$ cat config.mk
export PLATFORM = sky130hd
export DESIGN_NAME = bram_pulse_reader
export DESIGN_NICKNAME = d
export VERILOG_FILES = /design/src/rtl/bram_pulse_reader.sv
export SDC_FILE = /design/constraint.sdc
export NUM_CORES = 1
export LEC_CHECK = 0
export ABC_AREA = 1
export CORE_MARGIN = 5
export CORE_UTILIZATION = 48
export CTS_CLUSTER_SIZE = 25
export DETAILED_ROUTE_END_ITERATION = 10
export PLACE_DENSITY = 0.77
export RECOVER_POWER = 50
export SLEW_MARGIN = 20
export SYNTH_ARGS = -nofsm -noshare
export SYNTH_HDL_FRONTEND = slang
export SYNTH_SLANG_ARGS = --single-unit
export TNS_END_PERCENT = 20
$ cat constraint.sdc
create_clock -name clka -period 2.8 [get_ports clka]
set_input_delay 0.42 -clock clka [delete_from_list [all_inputs] [get_ports clka]]
set_output_delay 0.42 -clock clka [all_outputs]
set_load 0.01 [all_outputs]
$ cat src/rtl/bram_pulse_reader.sv
// Read-side initiator for the pulse-model sample BRAM: fetches a contiguous
// sample table (optionally repeated) and streams it over valid/ready.
module bram_pulse_reader #(
    parameter int unsigned ADDR_STEP  = 4,
    parameter int unsigned FIFO_DEPTH = 2
) (
    input  logic        clka,
    input  logic        rsta_n,
    input  logic        start,
    input  logic [31:0] cfg_start_addr,
    input  logic [15:0] cfg_num_samples,
    input  logic [7:0]  cfg_repeat,
    input  logic        abort,
    output logic        busy,
    output logic        done,
    output logic        bram_en,
    output logic        bram_we,
    output logic [31:0] bram_addr,
    output logic [31:0] bram_wdata,
    input  logic [31:0] bram_rdata,
    output logic        m_valid,
    output logic [31:0] m_data,
    output logic        m_last,
    input  logic        m_ready
);

    localparam logic [1:0] S_IDLE   = 2'd0;
    localparam logic [1:0] S_RUN    = 2'd1;
    localparam logic [1:0] S_FINISH = 2'd2;

    logic [1:0]  state;
    logic [1:0]  state_nxt;

    // latched command
    logic [31:0] cfg_addr;
    logic [15:0] cfg_num;
    logic [7:0]  cfg_passes;

    // read-issue position
    logic [15:0] rd_idx;
    logic [7:0]  rd_pass;
    logic        rd_done;

    // read issued last cycle; its data is on bram_rdata now
    logic        inflight;
    logic        inflight_last;

    // two-entry skid buffer: head feeds the output, tail absorbs one stall
    logic        h_valid;
    logic        h_last;
    logic [31:0] h_data;
    logic        t_valid;
    logic        t_last;
    logic [31:0] t_data;

    logic        pop_c;
    logic [1:0]  occ_c;
    logic        issue_c;
    logic        last_idx_c;
    logic        final_rd_c;
    logic        final_hs_c;
    logic        abort_c;

    // The arriving read word counts as the buffer head when the buffer is empty,
    // so the first sample is visible in the same cycle its data returns.
    assign m_valid = h_valid | inflight;
    assign m_data  = h_valid ? h_data : (inflight ? bram_rdata : h_data);
    assign m_last  = h_valid ? h_last : (inflight & inflight_last);

    assign bram_we    = 1'b0;
    assign bram_wdata = 32'd0;

    // Handshake, occupancy and read-issue decision for this cycle
    always_comb begin
        pop_c      = m_valid & m_ready;
        occ_c      = {1'b0, h_valid} + {1'b0, t_valid} + {1'b0, inflight};
        last_idx_c = (rd_idx == cfg_num - 16'd1);
        final_rd_c = last_idx_c && (rd_pass == cfg_passes - 8'd1);
        final_hs_c = pop_c & m_last;
        abort_c    = (state == S_RUN) && abort;
        issue_c    = (state == S_RUN) && !abort && !rd_done &&
                     (32'(occ_c) + 32'd1 <= FIFO_DEPTH + 32'(pop_c));
        bram_en    = issue_c;
    end

    // Next-state logic
    always_comb begin
        state_nxt = state;
        case (state)
            S_IDLE: begin
                if (start) begin
                    state_nxt = (cfg_num_samples == 16'd0) ? S_FINISH : S_RUN;
                end
            end
            S_RUN: begin
                if (abort) begin
                    state_nxt = S_IDLE;
                end else if (final_hs_c) begin
                    state_nxt = S_FINISH;
                end
            end
            S_FINISH: state_nxt = S_IDLE;
            default:  state_nxt = S_IDLE;
        endcase
    end

    // State register with registered status outputs
    always_ff @(posedge clka) begin
        if (!rsta_n) begin
            state <= S_IDLE;
            busy  <= 1'b0;
            done  <= 1'b0;
        end else begin
            state <= state_nxt;
            busy  <= (state_nxt != S_IDLE);
            done  <= (state_nxt == S_FINISH);
        end
    end

    // Command latch and read address / index sequencing
    always_ff @(posedge clka) begin
        if (!rsta_n) begin
            cfg_addr   <= 32'd0;
            cfg_num    <= 16'd0;
            cfg_passes <= 8'd0;
            rd_idx     <= 16'd0;
            rd_pass    <= 8'd0;
            rd_done    <= 1'b0;
            bram_addr  <= 32'd0;
        end else if ((state == S_IDLE) && start) begin
            cfg_addr   <= cfg_start_addr;
            cfg_num    <= cfg_num_samples;
            cfg_passes <= (cfg_repeat == 8'd0) ? 8'd1 : cfg_repeat;
            rd_idx     <= 16'd0;
            rd_pass    <= 8'd0;
            rd_done    <= (cfg_num_samples == 16'd0);
            bram_addr  <= cfg_start_addr;
        end else if (issue_c) begin
            if (last_idx_c) begin
                rd_idx    <= 16'd0;
                rd_pass   <= rd_pass + 8'd1;
                rd_done   <= final_rd_c;
                bram_addr <= cfg_addr;
            end else begin
                rd_idx    <= rd_idx + 16'd1;
                bram_addr <= bram_addr + 32'(ADDR_STEP);
            end
        end
    end

    // In-flight read tracking; abort drops a pending read
    always_ff @(posedge clka) begin
        if (!rsta_n || abort_c) begin
            inflight      <= 1'b0;
            inflight_last <= 1'b0;
        end else begin
            inflight      <= issue_c;
            inflight_last <= issue_c & final_rd_c;
        end
    end

    // Skid buffer push/pop; abort flushes it
    always_ff @(posedge clka) begin
        if (!rsta_n) begin
            h_valid <= 1'b0;
            h_last  <= 1'b0;
            h_data  <= 32'd0;
            t_valid <= 1'b0;
            t_last  <= 1'b0;
            t_data  <= 32'd0;
        end else if (abort_c) begin
            h_valid <= 1'b0;
            h_last  <= 1'b0;
            t_valid <= 1'b0;
            t_last  <= 1'b0;
        end else if (pop_c) begin
            if (h_valid && t_valid) begin
                h_data  <= t_data;
                h_last  <= t_last;
                t_valid <= inflight;
                t_last  <= inflight & inflight_last;
                if (inflight) begin
                    t_data <= bram_rdata;
                end
            end else if (h_valid) begin
                h_valid <= inflight;
                h_last  <= inflight & inflight_last;
                if (inflight) begin
                    h_data <= bram_rdata;
                end
            end else begin
                h_valid <= 1'b0;
                h_last  <= 1'b0;
            end
        end else if (inflight) begin
            if (!h_valid) begin
                h_valid <= 1'b1;
                h_last  <= inflight_last;
                h_data  <= bram_rdata;
            end else begin
                t_valid <= 1'b1;
                t_last  <= inflight_last;
                t_data  <= bram_rdata;
            end
        end
    end

endmodule

After elaboration in Yosys (flattened, before gate mapping). Index checks and enable logic that the tools add are counted.

Bits of input ports: 93. Register bits: 187. Word-level logic and storage cells: 115. Output and inout bits: 102.

Order comparisons: 1. Equal/unequal tests: 9. Add/sub/neg operators: 9. Bitwise operators: 7. Reductions and logical operators: 28. Mux-type cells: 43.

Operators by type and width (number): $mux W32 (15); $add A32 B3 Y32 const B (1); $mux W1 (21); $add A16 B1 Y16 const B (1); $eq A16 B16 Y1 (1); $logic_not A16 Y1 (1); $mux W16 (1); $sub A16 B1 Y16 const B (1); $reduce_bool A2 Y1 (5); $add A8 B1 Y8 const B (1); $eq A8 B8 Y1 (1); $logic_not A8 Y1 (1); $mux W2 (4); $mux W8 (1); $reduce_and A2 Y1 (4); $sub A8 B1 Y8 const B (1); $logic_and A1 B1 Y1 (7); $reduce_and A5 Y1 (1); $and A1 B1 Y1 (4); $ne A2 B1 Y1 const B (2); $ne A2 B2 Y1 const B (2); $pmux W2 S2 (1); $reduce_and A4 Y1 (1); $reduce_or A2 Y1 (2); 14 further kinds (17).

Logic depth before layout (Yosys ltp). Gate-level depths: netlist (run 1).

Word-level depth: 7. Gate-level depth with buffers: 20. Gate-level depth less buffers: 20.

Worst setup path before layout (run 1). OpenSTA, ideal clock, no wires.

Path type: in2reg. Start: input m_ready. End: register bram_addr[22]. Arrival time: 2621 ps. Path buffers: 2. Library setup time: 111 ps. Cell stages on the path: 13. Path slack: 69 ps. Required time: 2689 ps. Cell sequence: inv_1 > nor2_1 > clkbuf_1 > ha_1 > nand3b_1 > nand3_2 > inv_2 > nor2_1 > inv_1 > clkbuf_1 > or2_2 > nand3_1 > inv_1.

Cells in the longest elaborated chain, start to end: 5.

Ends and longest elaborated chain: from (decl) (RTL line 24) `input logic m_ready`; $and A1 B1 Y1 (RTL line 75) `pop_c = m_valid & m_ready;`; $add A2 B1 Y3 (RTL line 82) `(32'(occ_c) + 32'd1 <= FIFO_DEPTH + 32'(pop_c));`; $le A3 B3 Y1 (RTL line 82); $logic_and A1 B1 Y1 (RTL line 81) `issue_c = (state == S_RUN) && !abort && !rd_done &&`; $reduce_bool A2 Y1 (no line); to (signal assigned) (RTL line 137) `bram_addr <= cfg_start_addr;`; to (signal assigned) (RTL line 143) `bram_addr <= cfg_addr;`; to (signal assigned) (RTL line 146) `bram_addr <= bram_addr + 32'(ADDR_STEP);`; to (decl) (RTL line 18) `output logic [31:0] bram_addr,`.

No other way between the ends. A chain may end at the register's enable or synchronous reset.

Worst setup path after layout (run 1).
Start: register t_valid. End: output bram_en.

Cells in the longest elaborated chain, start to end: 5.

Ends and longest elaborated chain: from (decl) (RTL line 52) `logic t_valid;`; from (signal assigned) (RTL line 180) `t_valid <= inflight;`; $add A1 B1 Y2 (RTL line 76) `occ_c = {1'b0, h_valid} + {1'b0, t_valid} + {1'b0, inflight};`; $add A2 B1 Y2 (RTL line 76); $add A2 B1 Y3 (RTL line 82); $le A3 B3 Y1 (RTL line 82); $logic_and A1 B1 Y1 (RTL line 81); to (decl) (RTL line 16) `output logic bram_en,`.

No other way between the ends.

==> impl_metrics.yaml, run 1 <==
logic_synthesis:
  synth_ff_type: "dfxtp_1"
  synth_warnings: 0
  ys_seq_area_frac: 0.344
  ys_ff_latch: 187
  netlist_instances: 1670
  synth_edf_count: 0
  yosysTopAreaCell: "dfxtp_1"
  syn_area_um2: 10900
  synthArstFlopShare: 0
  syn_avg_cell_area_um2: 6.52
  ys_top_cells_by_area: "dfxtp_1, nand2_1, o21ai_0"
  synth.top_cell.area_share: 0.344
  yosysUniqueCellTypes: 46
sta:
  max_freq_mhz: 366
  maxSlewHeadroom: 0.291
  fin_hold_ws_ns: 0.453
  worst_clock_skew_ns: 0.0124
  tightest_slew_ns: 1.06
  setup_viol: 0
  hold_viol: 0
  period_share: 0.976
  tns_ns: 0
  finalMaxSlewViolations: 0
  period_minus_slack_ns: 2.73
critical_path:
  max_stage_delay_ns: 0.36
  path_cells: "inv_2 > ha_4 > inv_2 > ha_4 > inv_1 > ha_1 > nand3b_1 > nand3_2 > inv_4 > dlygate4sd2_1"
  slowest_stage: "dfxtp_2"
  end_kind: "output port"
  crit_fanout: 4
  path_class: "reg -> out"
  worstSetupStartpointType: "flip-flop"
  crit_family: "adder cells"
  crit_buf_inv: 5
  worst_ep_arrival_time_ns: 2.31
  required_ns: 2.38
outcome:
  status: "completed"
detailed_routing:
  routed_wl_mm: 31.7
  drtIter0Drc: 972
  num_vias: 11263
  ant_nets: 0
  routedWlPerCell_um: 15.1
  vias_per_cell: 5.36
  drc: 0
  dr.pass1.iters: 7
floorplanning:
  die-height_um: 161
  fp.coreArea_um2: 22500
  die-area_um2: 25800
  io_pins: 195
  die_x_um: 161
  num_rows: 55
  start_util: 0.484
pwr:
  vdd_drop_max_mv: 0.439
  p_leak_nw: 5.36
  p_sw_mw: 2.03
  p_per_area_nw_per_um2: 499
  seqPwrFrac: 0.434
  power.total_mw: 6.69
  p_sw_frac: 0.303
  internal_power_mw: 4.66
  clockPowerShare: 0.383
  pwr-share-comb: 0.182
clock_tree:
  insertion_delay_ns: 0.43
  cts_buffer_depth: 2
  ctsHtreeMaxLevel: 4
  cts_root_buffer: "clkbuf_16"
  cts_tree: "done"
  clk_pin_slew_ns: 0.08
  clkSinkCount: 187
  cts-buffers-inserted: 17
  holdBufCountCts: 0
hold_path:
  hp-class: "reg -> reg"
cells_and_area:
  layout-drive-gt1-share: 0.0765
  final_cells: 2101
  syn2layout_area_growth_pct: 23.2
  final_common_cell: "nand2_1"
  n_fill_cell: 2094
  final_cell_mix: "nand2_1, o21ai_0, a21oi_1, dfxtp_1, inv_1"
  nNetsFinal: 1905
  n_antenna_cell: 0
global_route:
  grt_use_total: 0.235
  overflow: 0
  antenna_found_initial: 1
  grt_pass1_vias: 10233
  grt_pass1_wl_mm: 51.1
  grt_max_degree: 65
placed_design:
  dp.cells: 2064
  io_buffers: 161
  dp.final_hpwl_mm: 22.1
  routabilityCongestion: 0.883
job:
  drv_cap: 0
-- Yosys cell counts (2+ instances only) --
library cell and instances:
nand3_1 106, buf_6 2, o21ai_1 5, dfxtp_1 187
clkbuf_1 74, o22ai_1 4, nand2_4 2, a21o_1 2
nor2_1 138, a21oi_1 201, nand4_1 27, buf_2 5
nor4_1 6, nor2_4 6, buf_4 33, xor2_1 37
a211oi_1 2, nor3b_1 2, nand3b_1 8, inv_2 10
nand2_1 314, buf_1 5, nor3_1 17, o21ai_2 10
inv_1 176, nand3_2 2, or2_2 8, o21ai_0 234
nor2_2 5, xnor2_1 15, nand2_2 4, ha_1 9
-- worst reg2reg max path: stages, from the launching register on --
cell and delay, ns:
dfxtp_2 0.36, inv_2 0.06, ha_4 0.26, inv_2 0.04
ha_4 0.24, inv_1 0.03, ha_1 0.25, nand3b_1 0.12
nand3_2 0.12, inv_4 0.11, nand2_4 0.06, nor2_4 0.13
nand2_2 0.08, nor2_4 0.14, nand4_1 0.17, nor2_2 0.18
nand2_1 0.07, nand2_1 0.07, nand2_1 0.05, nor2_1 0.09
-- flip-flops by register name, indices dropped and copies added (netlist names), 2 cells and up --
name / count
bram_addr: 32
cfg_num: 16
t_data: 32
h_data: 32
rd_pass: 8
cfg_passes: 8
cfg_addr: 32
rd_idx: 16
state: 2
-- worst paths after layout --
| check | start | endpoint | slack [ns] | depth (start not counted) |
|---|---|---|---|---|
| setup / recovery | t_valid | bram_en | 0.07 | 10 |
| hold reg to reg | t_data[23] | t_data[23] | 0.45 | 2 |
| setup reg to reg | t_valid | rd_idx[15] | 0.12 | 19 |
| hold / removal | t_data[23] | t_data[23] | 0.45 | 2 |
-- kinds of logic (layout without fill, tap and decap cells) --
logic type,after synthesis,count (layout),share of synthesized area
adder cells (fa/ha/maj),9,9,0.0103
AND/OR/NAND/NOR,651,651,0.264
buffers and inverters,306,420,0.119
other,1,33,0.000344
AO/OA/AOI/OAI,463,463,0.219
flip-flops,187,187,0.344
XOR/XNOR,53,53,0.0439
-- cell type report --
type                    instances  area (um2)  area share
inverters                     187         704      0.0525
well taps                     285         357      0.0266
multi-input cells            1209        6050       0.451
clock inverters                14         179      0.0133
clock buffers                  18         439      0.0327
repair buffers                201        1950       0.145
flip-flops and latches        187        3750       0.279
-- repair_timing --
item,4_1_cts,5_1_grt
buffers inserted,0,5
gates resized for setup,3,24
endpoints found under the setup margin,12,31
pin swaps,0,8
endpoints found under the hold margin,0,0
-- routing by layer --
metal	vias to the layer above	wire length, um	track usage
li1	5689	-	-
met1	5108	14600	0.327
met2	407	14400	0.375
met3	57	2020	0.0418
met4	2	643	0.0657
met5	-	13	0
-- per-stage QoR --
| stage | setup WS (ns) | utilization | cell area, um2 |
|---|---|---|---|
| 2_1_floorplan | 0.0688 | - | 11000 |
| 3_3_place_gp | 0.147 | 0.565 | 12700 |
| 3_5_place_dp | 0.0774 | 0.565 | 12700 |
| 4_1_cts | 0.0185 | 0.592 | 13300 |
| 5_1_grt | -0.0352 | 0.596 | 13400 |
| 6_report | 0.0658 | 0.596 | 13400 |
-- power by group through the flow --
stage | registers, mW | clock network (mW) | logic [mW]
CTS | 2.91 | 2.58 | 1.22
floorplan | 2.95 | 0 | 0.756
finish | 2.91 | 2.57 | 1.22
detailed placement | 2.97 | 0 | 1.22
global route | 2.92 | 2.70 | 1.36
global placement | 2.96 | 0 | 1.19
Power figures use the tool's default switching activity.
==> inputs of run 2 (changes only) <==
--- a/config.mk
+++ b/config.mk
@@ -12,6 +12,7 @@
 export DETAILED_ROUTE_END_ITERATION = 10
 export PLACE_DENSITY = 0.77
 export RECOVER_POWER = 50
+export SKIP_CTS_REPAIR_TIMING = 1
 export SLEW_MARGIN = 20
 export SYNTH_ARGS = -nofsm -noshare
 export SYNTH_HDL_FRONTEND = slang
==> run 2 against run 1 <==
Effect of this change: first-iteration DRC count fell by 0.51%; maximum frequency rose by 0.76%; highest routed layer unchanged; worst hold slack barely moved; combinational power barely moved; power fell by 0.32%; clock power barely moved; clock-buffer cell count did not move; sequential share of layout area rose by 0.20 points; final area fell by 0.73%; critical path type is now reg -> reg; register-to-register slack got worse by 0.03 ns; critical path depth rose by 9; sequential cell count did not move.
==> impl_metrics.yaml, run 2 (synthesis gave the netlist of run 1 again) <==
outcome:
  status: "completed"
cells_and_area:
  syn2layout_area_growth_pct: 22.3
  final_cell_mix: "nand2_1, o21ai_0, a21oi_1, dfxtp_1, inv_1"
  final_common_cell: "nand2_1"
  layout-drive-gt1-share: 0.0696
  nNetsFinal: 1900
  multi_input_comb_area_um2: 6010
  final-seq-area_um2: 3750
  final_util: 0.592
  n_antenna_cell: 0
  n_fill_cell: 2113
clock_tree:
  clk_pin_slew_ns: 0.08
  ctsHtreeMaxLevel: 4
  cts_buffer_depth: 2
  cts_root_buffer: "clkbuf_16"
  cts_tree: "done"
  insertion_delay_ns: 0.43
  cts-buffers-inserted: 17
  clkSinkCount: 187
sta:
  tns_ns: 0
  tightest_slew_ns: 1.27
  finalMaxSlewViolations: 0
  worst_clock_skew_ns: 0.0130
  rsz0062_at_grt: "true"
  max_freq_mhz: 369
  setup_viol: 0
  hold_viol: 0
  period_share: 0.969
  maxSlewHeadroom: 0.155
  period_minus_slack_ns: 2.71
critical_path:
  worst_ep_arrival_time_ns: 3.08
  r2r-end: "rd_idx[15]"
  crit_buf_inv: 4
  path_class: "reg -> reg"
  cp-startpoint: "t_valid"
  max_stage_delay_ns: 0.36
  setup.worst_path.end: "rd_idx[15]"
  r2r_start: "t_valid"
  reg2reg_depth: 19
  slowest_stage: "dfxtp_2"
  path_cells: "inv_1 > ha_1 > inv_1 > ha_1 > inv_1 > ha_1 > nand3b_1 > nand3_2 > inv_2 > nand2_1 > nor2_1 > nand2_1 > nor2_2 > nand4_1 > nor2_2 > nand2_1 > nand2_1 > nand2_1 > nor2_1"
  crit_family: "simple AND/OR/NAND/NOR gates"
  crit_fanout: 5
  worstSetupStartpointType: "flip-flop"
  crit_top_cell: "nand2_1"
  cp.depth: 19
  required_ns: 3.17
  end_kind: "flip-flop"
  rrSetupSlack_ns: 0.09
pwr:
  power.total_mw: 6.67
  p_leak_nw: 5.32
  p_per_area_nw_per_um2: 501
  vdd_drop_max_mv: 0.438
detailed_routing:
  num_vias: 11261
  vias_per_cell: 5.37
  routedWlPerCell_um: 14.9
  ant_nets: 0
  drc: 0
  routed_wl_mm: 31.3
  dr.pass1.iters: 6
  drtIter0Drc: 967
global_route:
  grt_use_total: 0.235
  grt_max_degree: 65
  overflow: 0
  antenna_found_initial: 1
  grt_pass1_wl_mm: 51.1
  grt_pass1_vias: 10233
job:
  drv_cap: 0
hold_path:
  hp-class: "reg -> reg"
placed_design:
  dp.final_hpwl_mm: 22.1
  routabilityCongestion: 0.883
  io_buffers: 161
floorplanning:
  num_rows: 55
  start_util: 0.484
  die-height_um: 161
  die-area_um2: 25800
  die_x_um: 161
  fp.coreArea_um2: 22500
  io_pins: 195
[run 2: stage by stage]
| stage | instance area [um2] | setup slack, ns | hold slack (ns) | std cells |
|---|---|---|---|---|
| floorplan | 11000 | 0.0688 | 0.427 | 1702 |
| global placement | 12700 | 0.147 | 0.441 | 2064 |
| detailed placement | 12700 | 0.0774 | 0.446 | 2064 |
| CTS | 13300 | -0.260 | 0.457 | 2096 |
| global route | 13300 | -0.140 | 0.468 | 2096 |
| finish | 13300 | 0.0864 | 0.452 | 2096 |
[run 2: report_power, final]
part | leakage [nW] | switching (mW) | internal, mW
Sequential | 1.53 | 0.130 | 2.78
Combinational | 3.50 | 0.712 | 0.497
Clock | 0.294 | 1.17 | 1.38
Total | 5.32 | 2.01 | 4.66
[run 2: how the worst min path moves through the flow]
stage	start	endpoint	slack (ns)	depth (start not counted)
2_1_floorplan	rd_done	rd_done	0.43	2
3_3_place_gp	t_data[31]	t_data[31]	0.44	2
3_5_place_dp	t_data[22]	t_data[22]	0.45	2
4_1_cts	t_data[22]	t_data[22]	0.46	2
5_1_grt	t_data[27]	t_data[27]	0.47	2
6_report	t_data[23]	t_data[23]	0.45	2
[run 2: worst min-delay path: stages (launching register included)]
cell	delay (ns)
dfxtp_1	0.30
inv_1	0.06
a21oi_1	0.05
[run 2: layout make-up]
cell class	count	share of cell area
Inverter	187	0.0527
Multi-Input combinational cell	1209	0.451
Timing Repair Buffer	196	0.142
Tap cell	285	0.0268
Sequential cell	187	0.281
Clock buffer	18	0.0330
Clock inverter	14	0.0134
[run 2: metal layers]
layer / vias to the layer above / routed length (um) / GRT usage
met1: 5096 / 14200 / 0.328
met3: 49 / 2220 / 0.0418
met2: 432 / 14300 / 0.375
met4: 2 / 595 / 0.0657
met5: - / 13 / 0
li1: 5682 / - / -
==> inputs of run 3 (changes only) <==
--- a/config.mk
+++ b/config.mk
@@ -7,10 +7,10 @@
 export LEC_CHECK = 0
 export ABC_AREA = 1
 export CORE_MARGIN = 5
-export CORE_UTILIZATION = 48
+export CORE_UTILIZATION = 45
 export CTS_CLUSTER_SIZE = 25
 export DETAILED_ROUTE_END_ITERATION = 10
-export PLACE_DENSITY = 0.77
+export PLACE_DENSITY = 0.73
 export RECOVER_POWER = 50
 export SKIP_CTS_REPAIR_TIMING = 1
 export SLEW_MARGIN = 20
==> run 3 against run 2 <==
Effect of this change: via count about the same; non-clock buffer count up 4; global-route usage is 1.2 points lower; worst hold slack improved by 0.00091 ns; largest cell class unchanged; largest power group unchanged.
==> impl_metrics.yaml, run 3 (synthesis gave the netlist of run 1 again) <==
pwr:
  internal_power_mw: 4.50
  seqPwrFrac: 0.443
  vdd_drop_max_mv: 0.339
  pwr-share-comb: 0.185
  p_per_area_nw_per_um2: 490
  p_sw_mw: 2.07
  power.total_mw: 6.56
  p_sw_frac: 0.315
  clockPowerShare: 0.371
  p_leak_nw: 5.32
floorplanning:
  die-area_um2: 27400
  fp.coreArea_um2: 24100
  start_util: 0.452
  io_pins: 195
  die-height_um: 166
  die_x_um: 166
  num_rows: 57
sta:
  rsz0062_at_grt: "true"
  max_freq_mhz: 372
  maxSlewHeadroom: 0.125
  tightest_slew_ns: 1.31
  period_share: 0.959
  finalMaxSlewViolations: 0
  hold_viol: 0
  period_minus_slack_ns: 2.69
  worst_clock_skew_ns: 0.0174
  setup_viol: 0
  worst_slack_ns: 0.115
critical_path:
  worstSetupStartpointType: "flip-flop"
  path_class: "reg -> reg"
  crit_family: "simple AND/OR/NAND/NOR gates"
  crit_fanout: 5
  required_ns: 3.18
  crit_buf_inv: 4
  end_kind: "flip-flop"
  slowest_stage: "dfxtp_2"
  path_cells: "inv_1 > ha_1 > inv_1 > ha_1 > inv_1 > ha_1 > nand3b_1 > nand3_2 > inv_4 > nand2_2 > nor2_4 > nand2_2 > nor2_4 > nand4_1 > nor2_2 > nand2_1 > nand2_1 > nand2_1 > nor2_1"
  max_stage_delay_ns: 0.35
  worst_ep_arrival_time_ns: 3.06
detailed_routing:
  dr.pass1.iters: 5
  routedWlPerCell_um: 14.5
  vias_per_cell: 5.27
  drc: 0
  routed_wl_mm: 31.1
  ant_nets: 0
  num_vias: 11266
  drtIter0Drc: 899
cells_and_area:
  final_util: 0.556
  nNetsFinal: 1904
  layout-drive-gt1-share: 0.0716
  n_fill_cell: 2356
  n_antenna_cell: 0
  final_common_cell: "nand2_1"
  syn2layout_area_growth_pct: 22.9
  final_cell_mix: "nand2_1, o21ai_0, a21oi_1, dfxtp_1, inv_1"
global_route:
  overflow: 0
  grt_use_total: 0.223
  antenna_found_initial: 1
  grt_pass1_wl_mm: 50.1
  grt_max_degree: 71
  grt_pass1_vias: 10219
placed_design:
  pre_cts_ws_ns: 0.0357
  io_buffers: 161
  routabilityCongestion: 0.965
  dp.final_hpwl_mm: 22.1
clock_tree:
  ctsHtreeMaxLevel: 4
  cts_root_buffer: "clkbuf_16"
  cts_buffer_depth: 2
  clkSinkCount: 187
  clk_pin_slew_ns: 0.08
  cts-buffers-inserted: 17
  cts_tree: "done"
  insertion_delay_ns: 0.45
outcome:
  status: "completed"
job:
  drv_cap: 0
hold_path:
  hp-class: "reg -> reg"
==> run 3: changes by cell type in the layout (fill, tap and decap cells not counted), sizes merged <==
cell	before	now
clkdlybuf4s50	124	135
dlygate4sd3	35	24
buf	27	30
inv	193	196
bufinv	2	0
clkinv	3	5
clkinvlp	3	1
==> run 3: path summary, 6_finish.rpt <==
kind                            startpoint          to  slack, ns  depth (start not counted)
worst max-delay path              inflight  rd_idx[15]       0.11                         19
worst min-delay path            t_data[23]  t_data[23]       0.45                          2
worst max register to register    inflight  rd_idx[15]       0.11                         19
worst min register to register  t_data[23]  t_data[23]       0.45                          2
==> run 3: power groups by stage <==
stage,Combinational (mW),Clock (mW),Sequential [mW]
floorplan,0.756,0,2.95
global placement,1.19,0,2.97
detailed placement,1.22,0,2.97
CTS,1.23,2.49,2.91
global route,1.36,2.58,2.93
finish,1.22,2.44,2.91
==> run 3: cell type report <==
cell class | count | area, um2 | share of cell area
clock buffers | 17 | 425 | 0.0318
clock inverters | 15 | 170 | 0.0127
inverters | 187 | 704 | 0.0526
multi-input cells | 1209 | 6020 | 0.449
flip-flops and latches | 187 | 3750 | 0.280
well taps | 324 | 405 | 0.0303
repair buffers | 200 | 1920 | 0.143
==> run 3: metrics by stage <==
| step | hold slack, ns | instances | TNS [ns] | cell area (um2) |
|---|---|---|---|---|
| after CTS | 0.452 | 2135 | -0.282 | 13400 |
| after global placement | 0.440 | 2102 | 0 | 12700 |
| after global routing | 0.471 | 2139 | -0.124 | 13400 |
| after floorplan | 0.427 | 1702 | 0 | 11000 |
| final | 0.453 | 2139 | 0 | 13400 |
| after detailed placement | 0.446 | 2103 | 0 | 12800 |
==> run 3: tightest hold or removal path: cells and delay by family (launching register included) <==
kind,cells,cell delay (ns)
flip-flops,1,0.30
buffers and inverters,1,0.06
AO/OA/AOI/OAI,1,0.05
==> run 3: per-layer routing <==
metal	vias up	share of wire	global-route usage
li1	5686	-	-
met1	5142	0.45	0.306
met2	394	0.45	0.359
met3	42	0.075	0.0385
met4	2	0.018	0.0694
met5	-	0.00064	0
